<file path="config.mk">
export PLATFORM = sky130hd
export DESIGN_NAME = ntt_sequencer_flat
export DESIGN_NICKNAME = d
export VERILOG_FILES = /design/src/rtl/ntt_sequencer_if.sv /design/src/rtl/ntt_sequencer.sv /design/src/flat_wrapper.sv
export SDC_FILE = /design/constraint.sdc
export NUM_CORES = 1
export LEC_CHECK = 0
export ABC_AREA = 1
export ABC_CLOCK_PERIOD_IN_PS = 2700
export CAP_MARGIN = 20
export CORE_MARGIN = 8
export CORE_UTILIZATION = 45
export DETAILED_ROUTE_END_ITERATION = 7
export PLACE_DENSITY_LB_ADDON = 0.05
export SYNTH_ARGS = -nofsm -noshare
export SYNTH_HDL_FRONTEND = slang
export SYNTH_SLANG_ARGS = --single-unit
</file>
<file path="constraint.sdc">
create_clock -name clk -period 2.7 [get_ports clk]
set_input_delay 0.405 -clock clk [delete_from_list [all_inputs] [get_ports clk]]
set_output_delay 0.405 -clock clk [all_outputs]
set_load 0.03 [all_outputs]
</file>
<file path="src/rtl/ntt_sequencer_if.sv">
// Host/engine handshake bundle for the NTT run sequencer.
// The slave side is the sequencer itself; the master side is the HPS host
// (control inputs) which also observes the address-generator controls.
interface ntt_sequencer_if;
  logic        start;
  logic        op;
  logic        load_en;
  logic        unload_en;
  logic        abort;
  logic [1:0]  mode;
  logic        newloop;
  logic [2:0]  layer_idx;
  logic [1:0]  phase;
  logic        mem_owner;
  logic        busy;
  logic        done;
  logic [23:0] cycle_count;

  modport master (
    output start, op, load_en, unload_en, abort,
    input  mode, newloop, layer_idx, phase, mem_owner, busy, done, cycle_count
  );

  modport slave (
    input  start, op, load_en, unload_en, abort,
    output mode, newloop, layer_idx, phase, mem_owner, busy, done, cycle_count
  );
endinterface

</file>
<file path="src/rtl/ntt_sequencer.sv">
// Run controller for the 256-point NTT engine: one optional load pass,
// LAYERS compute passes and one optional unload pass, each opened by a
// single-cycle newloop pulse to the address generator. Also hands the
// coefficient RAMs between host and engine.
//
// Optional build macro NTT_SEQ_PERF_CNT_EN: adds a 24-bit run-length
// counter reported on cycle_count after each completed run. Without it
// cycle_count is constant zero.
//
// state    | meaning
// ---------+-------------------------------------------------
// IDLE     | waiting for start, host owns RAMs
// LOAD_NL  | newloop pulse for the load pass (mode IN)
// LOAD_RUN | load pass in progress
// COMP_NL  | newloop pulse for compute layer layer_idx
// COMP_RUN | compute layer in progress (mode NTT/INTT)
// UNLD_NL  | newloop pulse for the unload pass (mode OUT)
// UNLD_RUN | unload pass in progress
// DONE     | one-cycle completion pulse, RAMs back to host
module ntt_sequencer #(
  parameter int LAYERS          = 7,
  parameter int NTT_PASS_CYCLES = 1000,
  parameter int IO_PASS_CYCLES  = 272,
  parameter int TIMER_W         = 16
) (
  input  logic            clk,
  input  logic            rst,
  ntt_sequencer_if.slave  bus
);

  typedef enum logic [2:0] {
    IDLE,
    LOAD_NL,
    LOAD_RUN,
    COMP_NL,
    COMP_RUN,
    UNLD_NL,
    UNLD_RUN,
    DONE
  } state_t;

  localparam logic [TIMER_W-1:0] IO_LAST    = TIMER_W'(IO_PASS_CYCLES - 1);
  localparam logic [TIMER_W-1:0] NTT_LAST   = TIMER_W'(NTT_PASS_CYCLES - 1);
  localparam logic [2:0]         LAYER_LAST = 3'(LAYERS - 1);

  localparam logic [1:0] MODE_IN  = 2'b10;
  localparam logic [1:0] MODE_OUT = 2'b11;

  localparam logic [1:0] PH_IDLE = 2'd0;
  localparam logic [1:0] PH_LOAD = 2'd1;
  localparam logic [1:0] PH_COMP = 2'd2;
  localparam logic [1:0] PH_UNLD = 2'd3;

  state_t               state_q, state_nxt;
  logic [TIMER_W-1:0]   timer_q, timer_nxt;
  logic [2:0]           layer_q, layer_nxt;
  logic                 op_q, op_nxt;
  logic                 load_q, load_nxt;
  logic                 unload_q, unload_nxt;

  // Output registers; they are loaded from the decode of the state being
  // entered so every output changes on the same edge as the state.
  logic [1:0]           mode_q, mode_nxt;
  logic                 newloop_q, newloop_nxt;
  logic [1:0]           phase_q, phase_nxt;
  logic                 owner_q, owner_nxt;
  logic                 busy_q, busy_nxt;
  logic                 done_q, done_nxt;

  // Next-state, pass timer, layer counter and run-configuration latch.
  always_comb begin
    state_nxt  = state_q;
    timer_nxt  = '0;
    layer_nxt  = layer_q;
    op_nxt     = op_q;
    load_nxt   = load_q;
    unload_nxt = unload_q;

    case (state_q)
      IDLE: begin
        if (bus.start && !bus.abort) begin
          op_nxt     = bus.op;
          load_nxt   = bus.load_en;
          unload_nxt = bus.unload_en;
          state_nxt  = bus.load_en ? LOAD_NL : COMP_NL;
        end
      end
      LOAD_NL: state_nxt = LOAD_RUN;
      LOAD_RUN: begin
        if (timer_q == IO_LAST) begin
          state_nxt = COMP_NL;
        end else begin
          timer_nxt = timer_q + TIMER_W'(1);
        end
      end
      COMP_NL: state_nxt = COMP_RUN;
      COMP_RUN: begin
        if (timer_q == NTT_LAST) begin
          if (layer_q < LAYER_LAST) begin
            layer_nxt = layer_q + 3'd1;
            state_nxt = COMP_NL;
          end else begin
            layer_nxt = '0;
            state_nxt = unload_q ? UNLD_NL : DONE;
          end
        end else begin
          timer_nxt = timer_q + TIMER_W'(1);
        end
      end
      UNLD_NL: state_nxt = UNLD_RUN;
      UNLD_RUN: begin
        if (timer_q == IO_LAST) begin
          state_nxt = DONE;
        end else begin
          timer_nxt = timer_q + TIMER_W'(1);
        end
      end
      DONE: state_nxt = IDLE;
      default: state_nxt = IDLE;
    endcase

    // Abort overrides everything outside IDLE; a run caught in DONE still
    // shows its done pulse because done_q already reflects this cycle.
    if (bus.abort && state_q != IDLE) begin
      state_nxt = IDLE;
      layer_nxt = '0;
      timer_nxt = '0;
    end
  end

  // Output decode for the state being entered.
  always_comb begin
    mode_nxt    = MODE_IN;
    newloop_nxt = 1'b0;
    phase_nxt   = PH_IDLE;
    owner_nxt   = 1'b0;
    busy_nxt    = (state_nxt != IDLE);
    done_nxt    = (state_nxt == DONE);

    case (state_nxt)
      LOAD_NL: begin
        newloop_nxt = 1'b1;
        phase_nxt   = PH_LOAD;
        owner_nxt   = 1'b1;
      end
      LOAD_RUN: begin
        phase_nxt = PH_LOAD;
        owner_nxt = 1'b1;
      end
      COMP_NL: begin
        mode_nxt    = {1'b0, op_nxt};
        newloop_nxt = 1'b1;
        phase_nxt   = PH_COMP;
        owner_nxt   = 1'b1;
      end
      COMP_RUN: begin
        mode_nxt  = {1'b0, op_nxt};
        phase_nxt = PH_COMP;
        owner_nxt = 1'b1;
      end
      UNLD_NL: begin
        mode_nxt    = MODE_OUT;
        newloop_nxt = 1'b1;
        phase_nxt   = PH_UNLD;
        owner_nxt   = 1'b1;
      end
      UNLD_RUN: begin
        mode_nxt  = MODE_OUT;
        phase_nxt = PH_UNLD;
        owner_nxt = 1'b1;
      end
      default: begin
        mode_nxt = MODE_IN;
      end
    endcase
  end

  // State, counters and registered outputs.
  always_ff @(posedge clk or posedge rst) begin
    if (rst) begin
      state_q   <= IDLE;
      timer_q   <= '0;
      layer_q   <= '0;
      op_q      <= 1'b0;
      load_q    <= 1'b0;
      unload_q  <= 1'b0;
      mode_q    <= MODE_IN;
      newloop_q <= 1'b0;
      phase_q   <= PH_IDLE;
      owner_q   <= 1'b0;
      busy_q    <= 1'b0;
      done_q    <= 1'b0;
    end else begin
      state_q   <= state_nxt;
      timer_q   <= timer_nxt;
      layer_q   <= layer_nxt;
      op_q      <= op_nxt;
      load_q    <= load_nxt;
      unload_q  <= unload_nxt;
      mode_q    <= mode_nxt;
      newloop_q <= newloop_nxt;
      phase_q   <= phase_nxt;
      owner_q   <= owner_nxt;
      busy_q    <= busy_nxt;
      done_q    <= done_nxt;
    end
  end

  assign bus.mode      = mode_q;
  assign bus.newloop   = newloop_q;
  assign bus.layer_idx = layer_q;
  assign bus.phase     = phase_q;
  assign bus.mem_owner = owner_q;
  assign bus.busy      = busy_q;
  assign bus.done      = done_q;

`ifdef NTT_SEQ_PERF_CNT_EN
  logic        accept;
  logic [23:0] perf_q;
  logic [23:0] perf_inc;
  logic [23:0] cc_q;

  assign accept   = (state_q == IDLE) && bus.start && !bus.abort;
  assign perf_inc = (perf_q == 24'hFFFFFF) ? perf_q : perf_q + 24'd1;

  // The counter already includes the busy cycle being entered, so the value
  // copied on entry to DONE counts the DONE cycle itself.
  always_ff @(posedge clk or posedge rst) begin
    if (rst) begin
      perf_q <= '0;
      cc_q   <= '0;
    end else begin
      if (accept) begin
        perf_q <= 24'd1;
      end else if (state_nxt != IDLE) begin
        perf_q <= perf_inc;
      end
      if (state_nxt == DONE && state_q != DONE) begin
        cc_q <= perf_inc;
      end
    end
  end

  assign bus.cycle_count = cc_q;
`else
  assign bus.cycle_count = '0;
`endif

endmodule
</file>
<file path="src/flat_wrapper.sv">
// flat-port wrapper written by rule: the top's interface ports become plain ports
module ntt_sequencer_flat 
#(
  parameter int LAYERS          = 7,
  parameter int NTT_PASS_CYCLES = 1000,
  parameter int IO_PASS_CYCLES  = 272,
  parameter int TIMER_W         = 16
)
  (clk, rst, bus_start, bus_op, bus_load_en, bus_unload_en, bus_abort, bus_mode, bus_newloop, bus_layer_idx, bus_phase, bus_mem_owner, bus_busy, bus_done, bus_cycle_count);
  ntt_sequencer_if bus_i ();
  input  logic clk;
  input  logic rst;
  input wire logic [$bits(bus_i.start)-1:0] bus_start;
  input wire logic [$bits(bus_i.op)-1:0] bus_op;
  input wire logic [$bits(bus_i.load_en)-1:0] bus_load_en;
  input wire logic [$bits(bus_i.unload_en)-1:0] bus_unload_en;
  input wire logic [$bits(bus_i.abort)-1:0] bus_abort;
  output wire logic [$bits(bus_i.mode)-1:0] bus_mode;
  output wire logic [$bits(bus_i.newloop)-1:0] bus_newloop;
  output wire logic [$bits(bus_i.layer_idx)-1:0] bus_layer_idx;
  output wire logic [$bits(bus_i.phase)-1:0] bus_phase;
  output wire logic [$bits(bus_i.mem_owner)-1:0] bus_mem_owner;
  output wire logic [$bits(bus_i.busy)-1:0] bus_busy;
  output wire logic [$bits(bus_i.done)-1:0] bus_done;
  output wire logic [$bits(bus_i.cycle_count)-1:0] bus_cycle_count;
  assign bus_i.start = bus_start;
  assign bus_i.op = bus_op;
  assign bus_i.load_en = bus_load_en;
  assign bus_i.unload_en = bus_unload_en;
  assign bus_i.abort = bus_abort;
  assign bus_mode = bus_i.mode;
  assign bus_newloop = bus_i.newloop;
  assign bus_layer_idx = bus_i.layer_idx;
  assign bus_phase = bus_i.phase;
  assign bus_mem_owner = bus_i.mem_owner;
  assign bus_busy = bus_i.busy;
  assign bus_done = bus_i.done;
  assign bus_cycle_count = bus_i.cycle_count;
  ntt_sequencer #(.LAYERS(LAYERS), .NTT_PASS_CYCLES(NTT_PASS_CYCLES), .IO_PASS_CYCLES(IO_PASS_CYCLES), .TIMER_W(TIMER_W)) u_core (.clk(clk), .rst(rst), .bus(bus_i));
endmodule
</file>
==> results of run 1 <==
layer usage:
layer / global-route usage [%] / share of wire [%] / vias to the layer above
met4: 5.893 / 1.3 / 0
met3: 4.525 / 4.2 / 5
met2: 21.01 / 50 / 24
met5: 0 / 0 / -
li1: - / - / 713
met1: 14.69 / 45 / 646
cell usage after synthesis, drive strengths merged, types with 2 or more instances:
library cell,number
nand3,21
ha,6
nor3b,2
nor2,35
inv,35
nand2,43
o21ai,3
a21oi,4
buf,25
xor2,7
nor3,9
dfrtp,31
nand4,2
layout make-up:
class                      instances  area [um2]  share of cell area (%)
clock buffer                       6       72.57                   3.394
clock inverter                     2       35.03                   1.638
inverter                          35       131.4                   6.144
multi-input combinational        161       849.6                   39.73
sequential                        32       802.0                   37.51
tap                               50       62.56                   2.926
timing repair buffer              19       185.2                   8.660
cells by family (layout without fill, tap and decap cells):
group | count (synthesis) | count (layout)
and+or+nand+nor | 112 | 112
buffers and inverters | 60 | 62
DFF | 32 | 32
AOI/OAI and AO/OA | 11 | 11
xor gates and xnor gates | 7 | 7
adders and majority gates | 6 | 6
other | 1 | 24
muxes | 1 | 1
report_power, final:
part / total [mW] / switching [mW] / internal, mW / leakage (nW)
logic: 0.635 / 0.418 / 0.217 / 0.621
registers: 0.632 / 0.0544 / 0.578 / 0.425
clock network: 0.450 / 0.176 / 0.274 / 0.0552
total: 1.72 / 0.649 / 1.07 / 1.10
how the worst min path moves through the flow:
stage / startpoint / to / slack (ns) / cells after the start
after floorplan: u_core.timer_q[0]$_DFF_PP0_ / u_core.timer_q[0]$_DFF_PP0_ / 0.43 / 1
after global placement: u_core.timer_q[0]$_DFF_PP0_ / u_core.timer_q[0]$_DFF_PP0_ / 0.46 / 1
after detailed placement: u_core.timer_q[0]$_DFF_PP0_ / u_core.timer_q[0]$_DFF_PP0_ / 0.47 / 1
after CTS: u_core.timer_q[0]$_DFF_PP0_ / u_core.timer_q[0]$_DFF_PP0_ / 0.48 / 1
after global routing: u_core.timer_q[0]$_DFF_PP0_ / u_core.timer_q[0]$_DFF_PP0_ / 0.51 / 1
final: u_core.timer_q[0]$_DFF_PP0_ / u_core.timer_q[0]$_DFF_PP0_ / 0.47 / 1
state kept, by name, indices dropped and copies added, names as in the netlist:
register,cells
u_core.bus.done,1
u_core.timer_q,16
u_core.bus.newloop,1
u_core.bus.layer_idx,3
u_core.bus.busy,1
u_core.bus.phase,2
u_core.bus.mode,2
u_core.bus.mem_owner,1
u_core.op_q,1
u_core.state_q,3
u_core.unload_q,1
==> metrics.md, run 1 <==
| Metric | Value |
|---|---|
| Critical Path Sink | u_core.bus.mode[0]$_DFF_PP0_ |
| Worst Reg2Reg Path Length in Cells | 15 |
| Vias in the first global route | 1,454 |
| Min setup slack post-route | 0.5183 ns |
| RSZ-0062 raised after global routing | false |
| Total CTS buffers | 5 |
| Drt wl/cell | 11.98 um |
| Pwr dens | 802.9 nW/um2 |
| Leak pwr | 1.102 nW |
| Total clock sinks | 32 |
| Most frequent cells in the layout | inv_1, nand2_1, nor2_1, dfrtp_1, conb_1 |
| Dpl hpwl | 2806 um |
| Crit share post-route | 80.81% |
| Post-CTS Setup Inserts | 0 |
| Data arrival, critical path | 2.36 ns |
| Power Total | 1.717 mW |
| Startpoint types | register |
| Initial antenna violation count | 0 |
| Syn-to-layout area delta | 13.25% |
| Largest net degree at the start of global routing | 33 |
| DP Area | 2031 um2 |
| Post-Place Setup Slack | 0.3311 ns |
| Post-synthesis adder-cell area fraction | 3.976% |
| Root buffer cell | clkbuf_8 |
| Final wirelength | 3653 um |
| RR Endpoint | u_core.bus.mode[0]$_DFF_PP0_ |
| Final Cell Area | 2138 um2 |
| Synthesized area | 1888 um2 |
| Die H | 80.78 um |
| Cells after Synth | 230 |
| CTS resizes | 0 |
| R2r setup slk | 0.52 ns |
| Critical path peak fanout | 4 |
| Number of max-cap violations | 0 |
| Die X | 80.78 um |
| Row count | 23 |
| CP Launch Point | u_core.timer_q[0]$_DFF_PP0_ |
| Final ANT Viol Nets | 0 |
| CP max stage delay | 0.38 ns |
| Setup_tns | 0 ns |
| WHS | 0.4681 ns |
| Cell breakdown of the critical path | ha_1 -> nand2_2 -> inv_1 -> nand2_1 -> nor2_2 -> nand2_1 -> nand2_1 -> o31ai_1 -> nor3_2 -> inv_1 -> ha_1 -> inv_1 -> nand3_1 -> nand3_1 -> nand2_1 |
| RR Startpoint | u_core.timer_q[0]$_DFF_PP0_ |
| IO Port Bufs | 17 |
| Vias | 1,388 |
| Post-synthesis mux area share | 0.5964% |
| GRT Residual Overflow | 0 |
| Vias/cell | 4.551 |
| Crit Path Category | reg2reg |
| Total track usage | 12.81% |
| Layout cells sized above 1 | 12.55% |
| Register area share after synthesis | 42.48% |
| Clock transition at the registers of the reported paths | 0.07 ns |
| DRC Markers | 0 |
| Top delay family on crit path | simple AND/OR/NAND/NOR gates |
| Final Non-Filler Cells | 305 |
| Critical path depth | 15 |
| Core area | 4029 um2 |
| Routability cong. | 0.8257 |
| Max clock buf depth | 2 |
| Syn Area/Cell | 8.209 um2 |
| Worst Clk Skew | 0.005641 ns |
| Most used cell, CP | nand2_1 |
| Hold Vio Cnt, Final | 0 |
| Initial Util | 46.86% |
| Starting DRT DRC Count | 98 |
| VDD IR-drop max | 0.4530 mV |
| Post-synth EDFFs | 0 |
| Antenna cell count | 0 |
| Fin. max-slew vios | 0 |
| Synth area leader | dfrtp_1 |
| Synth Area in Simple Gates | 28.96% |
| Largest family of logic cells by synthesized area | simple AND/OR/NAND/NOR gates |
| DP Cell Count | 297 |
| CP endpoint kind | register |
| Fillers | 392 |
| First-pass GRT wire length | 6437 um |
| Compound-Gate Fraction of Synth Area | 3.446% |
| DRT Pass-1 Iters | 4 |
| Worst endpoint required time | 2.87 ns |
| YS warnings | 0 |
| Die ar. | 6525 um2 |
| Run status | complete, no violations |
| Fin nets | 267 |
| CTS tree | built |
| Post-synth ARST share | 100.0% |
| Maximum level of the CTS H-tree | 2 |
| Top post-synthesis cells by area | dfrtp_1, buf_4, inv_1, nand2_1, nor2_1 |
| Post-Synth XOR/XNOR Area | 3.247% |
| Slowest cell on crit path | dfrtp_1 |
| Fin util | 53.07% |
| Hold Crit Class | reg2reg |
| Setup-failing EPs final | 0 |
| Cts hold-fix bufs | 0 |
| Main synth FF type | dfrtp_1 |
| Top-area cell type share of the netlist area | 41.09% |
| Fin crit period | 2.182 ns |
| Clk_lat worst skew | 0.28 ns |
| I/O pin count | 42 |
| Crit path buf inv count | 3 |
| Synth unique cells | 29 |
| Max Clk Rate | 0.4584 GHz |
| FF+latch count, synth | 32 |
Note: power is estimated with default switching activity, not from simulation.
==> run 2: changes to the inputs <==
--- a/config.mk
+++ b/config.mk
@@ -6,7 +6,7 @@
 export NUM_CORES = 1
 export LEC_CHECK = 0
 export ABC_AREA = 1
-export ABC_CLOCK_PERIOD_IN_PS = 2700
+export ABC_CLOCK_PERIOD_IN_PS = 1900
 export CAP_MARGIN = 20
 export CORE_MARGIN = 8
 export CORE_UTILIZATION = 45
==> constraint.sdc (replaced) <==
create_clock -name clk -period 1.9 [get_ports clk]
set_input_delay 0.285 -clock clk [delete_from_list [all_inputs] [get_ports clk]]
set_output_delay 0.285 -clock clk [all_outputs]
set_load 0.03 [all_outputs]
==> run 2 against run 1 <==
Compared with the run above:
- critical path depth unchanged
- sequential power up 42%
- clock power up 57%
- sequential cell count unchanged
- utilization up 8.7 points
- count of clock-buffer cells in the layout up 1
- wire length up 7.4%
- register-to-register slack worse by 0.45 ns
- sequential share of layout area down 5.3 points
- worst setup slack worse by 0.45 ns
- total power up 64%
- critical path type unchanged
==> metrics.md, run 2 (synthesis gave the netlist of run 1 again) <==
| Metric | Value |
|---|---|
| Highest routed metal layer | met4 |
| Met2 routed WL | 1930 um |
| Clock transition at the registers of the reported paths | 0.07 ns |
| Hold Crit Class | in2async |
| Cts hold-fix bufs | 0 |
| Die H | 80.78 um |
| CTS tree | built |
| Total clock sinks | 32 |
| RSZ-0062 raised after global routing | true |
| Max clock buf depth | 2 |
| Clk_lat worst skew | 0.28 ns |
| Startpoint types | register |
| DRT Pass-1 Iters | 4 |
| Dpl hpwl | 2939 um |
| Initial Util | 46.86% |
| Initial antenna violation count | 0 |
| Total track usage | 13.04% |
| GRT Residual Overflow | 0 |
| Cell breakdown of the critical path | ha_2 -> nand2_2 -> inv_2 -> nand2_4 -> nor2_4 -> nand2_2 -> nand2_4 -> o31ai_4 -> nor3_2 -> inv_2 -> ha_4 -> inv_2 -> nand3_4 -> nand3_2 -> nand2_1 |
| Core area | 4029 um2 |
| Largest net degree at the start of global routing | 33 |
| Vias in the first global route | 1,500 |
| Final ANT Viol Nets | 0 |
| Final wirelength | 3922 um |
| Starting DRT DRC Count | 65 |
| Syn-to-layout area delta | 31.74% |
| Final Cell Area | 2487 um2 |
| Crit path buf inv count | 3 |
| Fin nets | 289 |
| Met1 WL | 1733 um |
| Setup-failing EPs final | 0 |
| Setup_tns | 0 ns |
| Fin. max-slew vios | 0 |
| I/O pin count | 42 |
| Worst endpoint required time | 2.08 ns |
| Critical path peak fanout | 3 |
| Total CTS buffers | 5 |
| Leak pwr | 1.251 nW |
| Worst Clk Skew | 0.008103 ns |
| Vias/cell | 4.520 |
| VDD IR-drop max | 0.6703 mV |
| Crit share post-route | 96.59% |
| Met3 WL post-DR | 174 um |
| Final Non-Filler Cells | 327 |
| Root buffer cell | clkbuf_8 |
| Layout cells sized above 1 | 29.60% |
| Antenna cell count | 0 |
| Max Clk Rate | 0.5449 GHz |
| Die ar. | 6525 um2 |
| CP max stage delay | 0.35 ns |
| Crit Path Category | reg2reg |
| DP Cell Count | 313 |
| IO Port Bufs | 17 |
| Commonest non-fill, non-tap cell in the layout | dfrtp_1 |
| Routability cong. | 0.8312 |
| Number of max-cap violations | 0 |
| Most frequent cells in the layout | dfrtp_1, nor2_1, inv_1, nand2_1, conb_1 |
| Maximum level of the CTS H-tree | 2 |
| DRC Markers | 0 |
| Hold Vio Cnt, Final | 0 |
| First-pass GRT wire length | 6699 um |
| CP endpoint kind | register |
| Max reg flops | 16 |
| Drt wl/cell | 11.99 um |
| Most flops, register | u_core.timer_q |
| Vias | 1,478 |
| Pwr dens | 1135 nW/um2 |
| Data arrival, critical path | 2.01 ns |
| Row count | 23 |
| DP Area | 2151 um2 |
| Die X | 80.78 um |
| Top delay family on crit path | simple AND/OR/NAND/NOR gates |
| Most used cell, CP | inv_2 |
| Run status | complete, no violations |
| Fin crit period | 1.835 ns |
| Slowest cell on crit path | dfrtp_1 |
-- run 2: cell types whose count changed in the layout (fill, tap and decap cells not counted), sizes merged --
cell,change
buf,+22
clkinv,-1
clkbuf,+1
-- run 2: cell type report --
class,count,area [um2]
multi-input combinational,161,1006
inverter,35,136.4
fill,361,1541
timing repair buffer,41,354.1
clock inverter,1,30.03
tap,50,62.56
sequential,32,802.0
clock buffer,7,96.34
-- run 2: through the flow --
stage	power (mW)	hold slack [ns]	util [%]	setup slack [ns]
after detailed placement	1.915	0.4928	53.39	-0.06260
after CTS	2.685	0.3995	58.01	0.00006617
final	2.824	0.3862	61.74	0.06485
after floorplan	1.590	0.4005	-	-0.01046
after global routing	3.009	0.4534	61.74	-0.09514
after global placement	1.920	0.4871	53.39	-0.02739
-- run 2: layer usage --
layer  GRT usage (%)  up-vias
li1                -      765
met1           15.28      676
met2           21.57       30
met3           3.863        7
met4           5.893        0
met5               0        -
-- run 2: timing repair --
item,4_1_cts,5_1_grt
resized for setup,12,31
setup buffers,4,2
setup endpoints to repair,4,17
endpoints found under the hold margin,0,0
pin swaps,3,11
-- run 2: final timing paths --
path	from	end	slack, ns	depth (start not counted)
hold / removal	rst	u_core.timer_q[14]$_DFF_PP0_	0.39	3
setup reg to reg	u_core.timer_q[1]$_DFF_PP0_	u_core.bus.mode[0]$_DFF_PP0_	0.06	15
min in group clk	u_core.op_q$_DFF_PP0_	u_core.op_q$_DFF_PP0_	0.52	1
hold reg to reg	u_core.op_q$_DFF_PP0_	u_core.op_q$_DFF_PP0_	0.52	1
max in group asynchronous	rst	u_core.bus.mode[1]$_DFF_PP1_	1.19	3
setup / recovery	u_core.timer_q[1]$_DFF_PP0_	u_core.bus.mode[0]$_DFF_PP0_	0.06	15
-- run 2: power by group --
| group | internal, mW | leakage, nW | total [mW] | switching, mW |
|---|---|---|---|---|
| clock network | 0.463 | 0.0645 | 0.708 | 0.246 |
| registers | 0.821 | 0.425 | 0.895 | 0.0748 |
| logic | 0.488 | 0.761 | 1.22 | 0.732 |
-- run 2: tightest hold or removal path: cells and delay by family --
family                 cells  cell delay (ns)
buffers and inverters      3             0.80
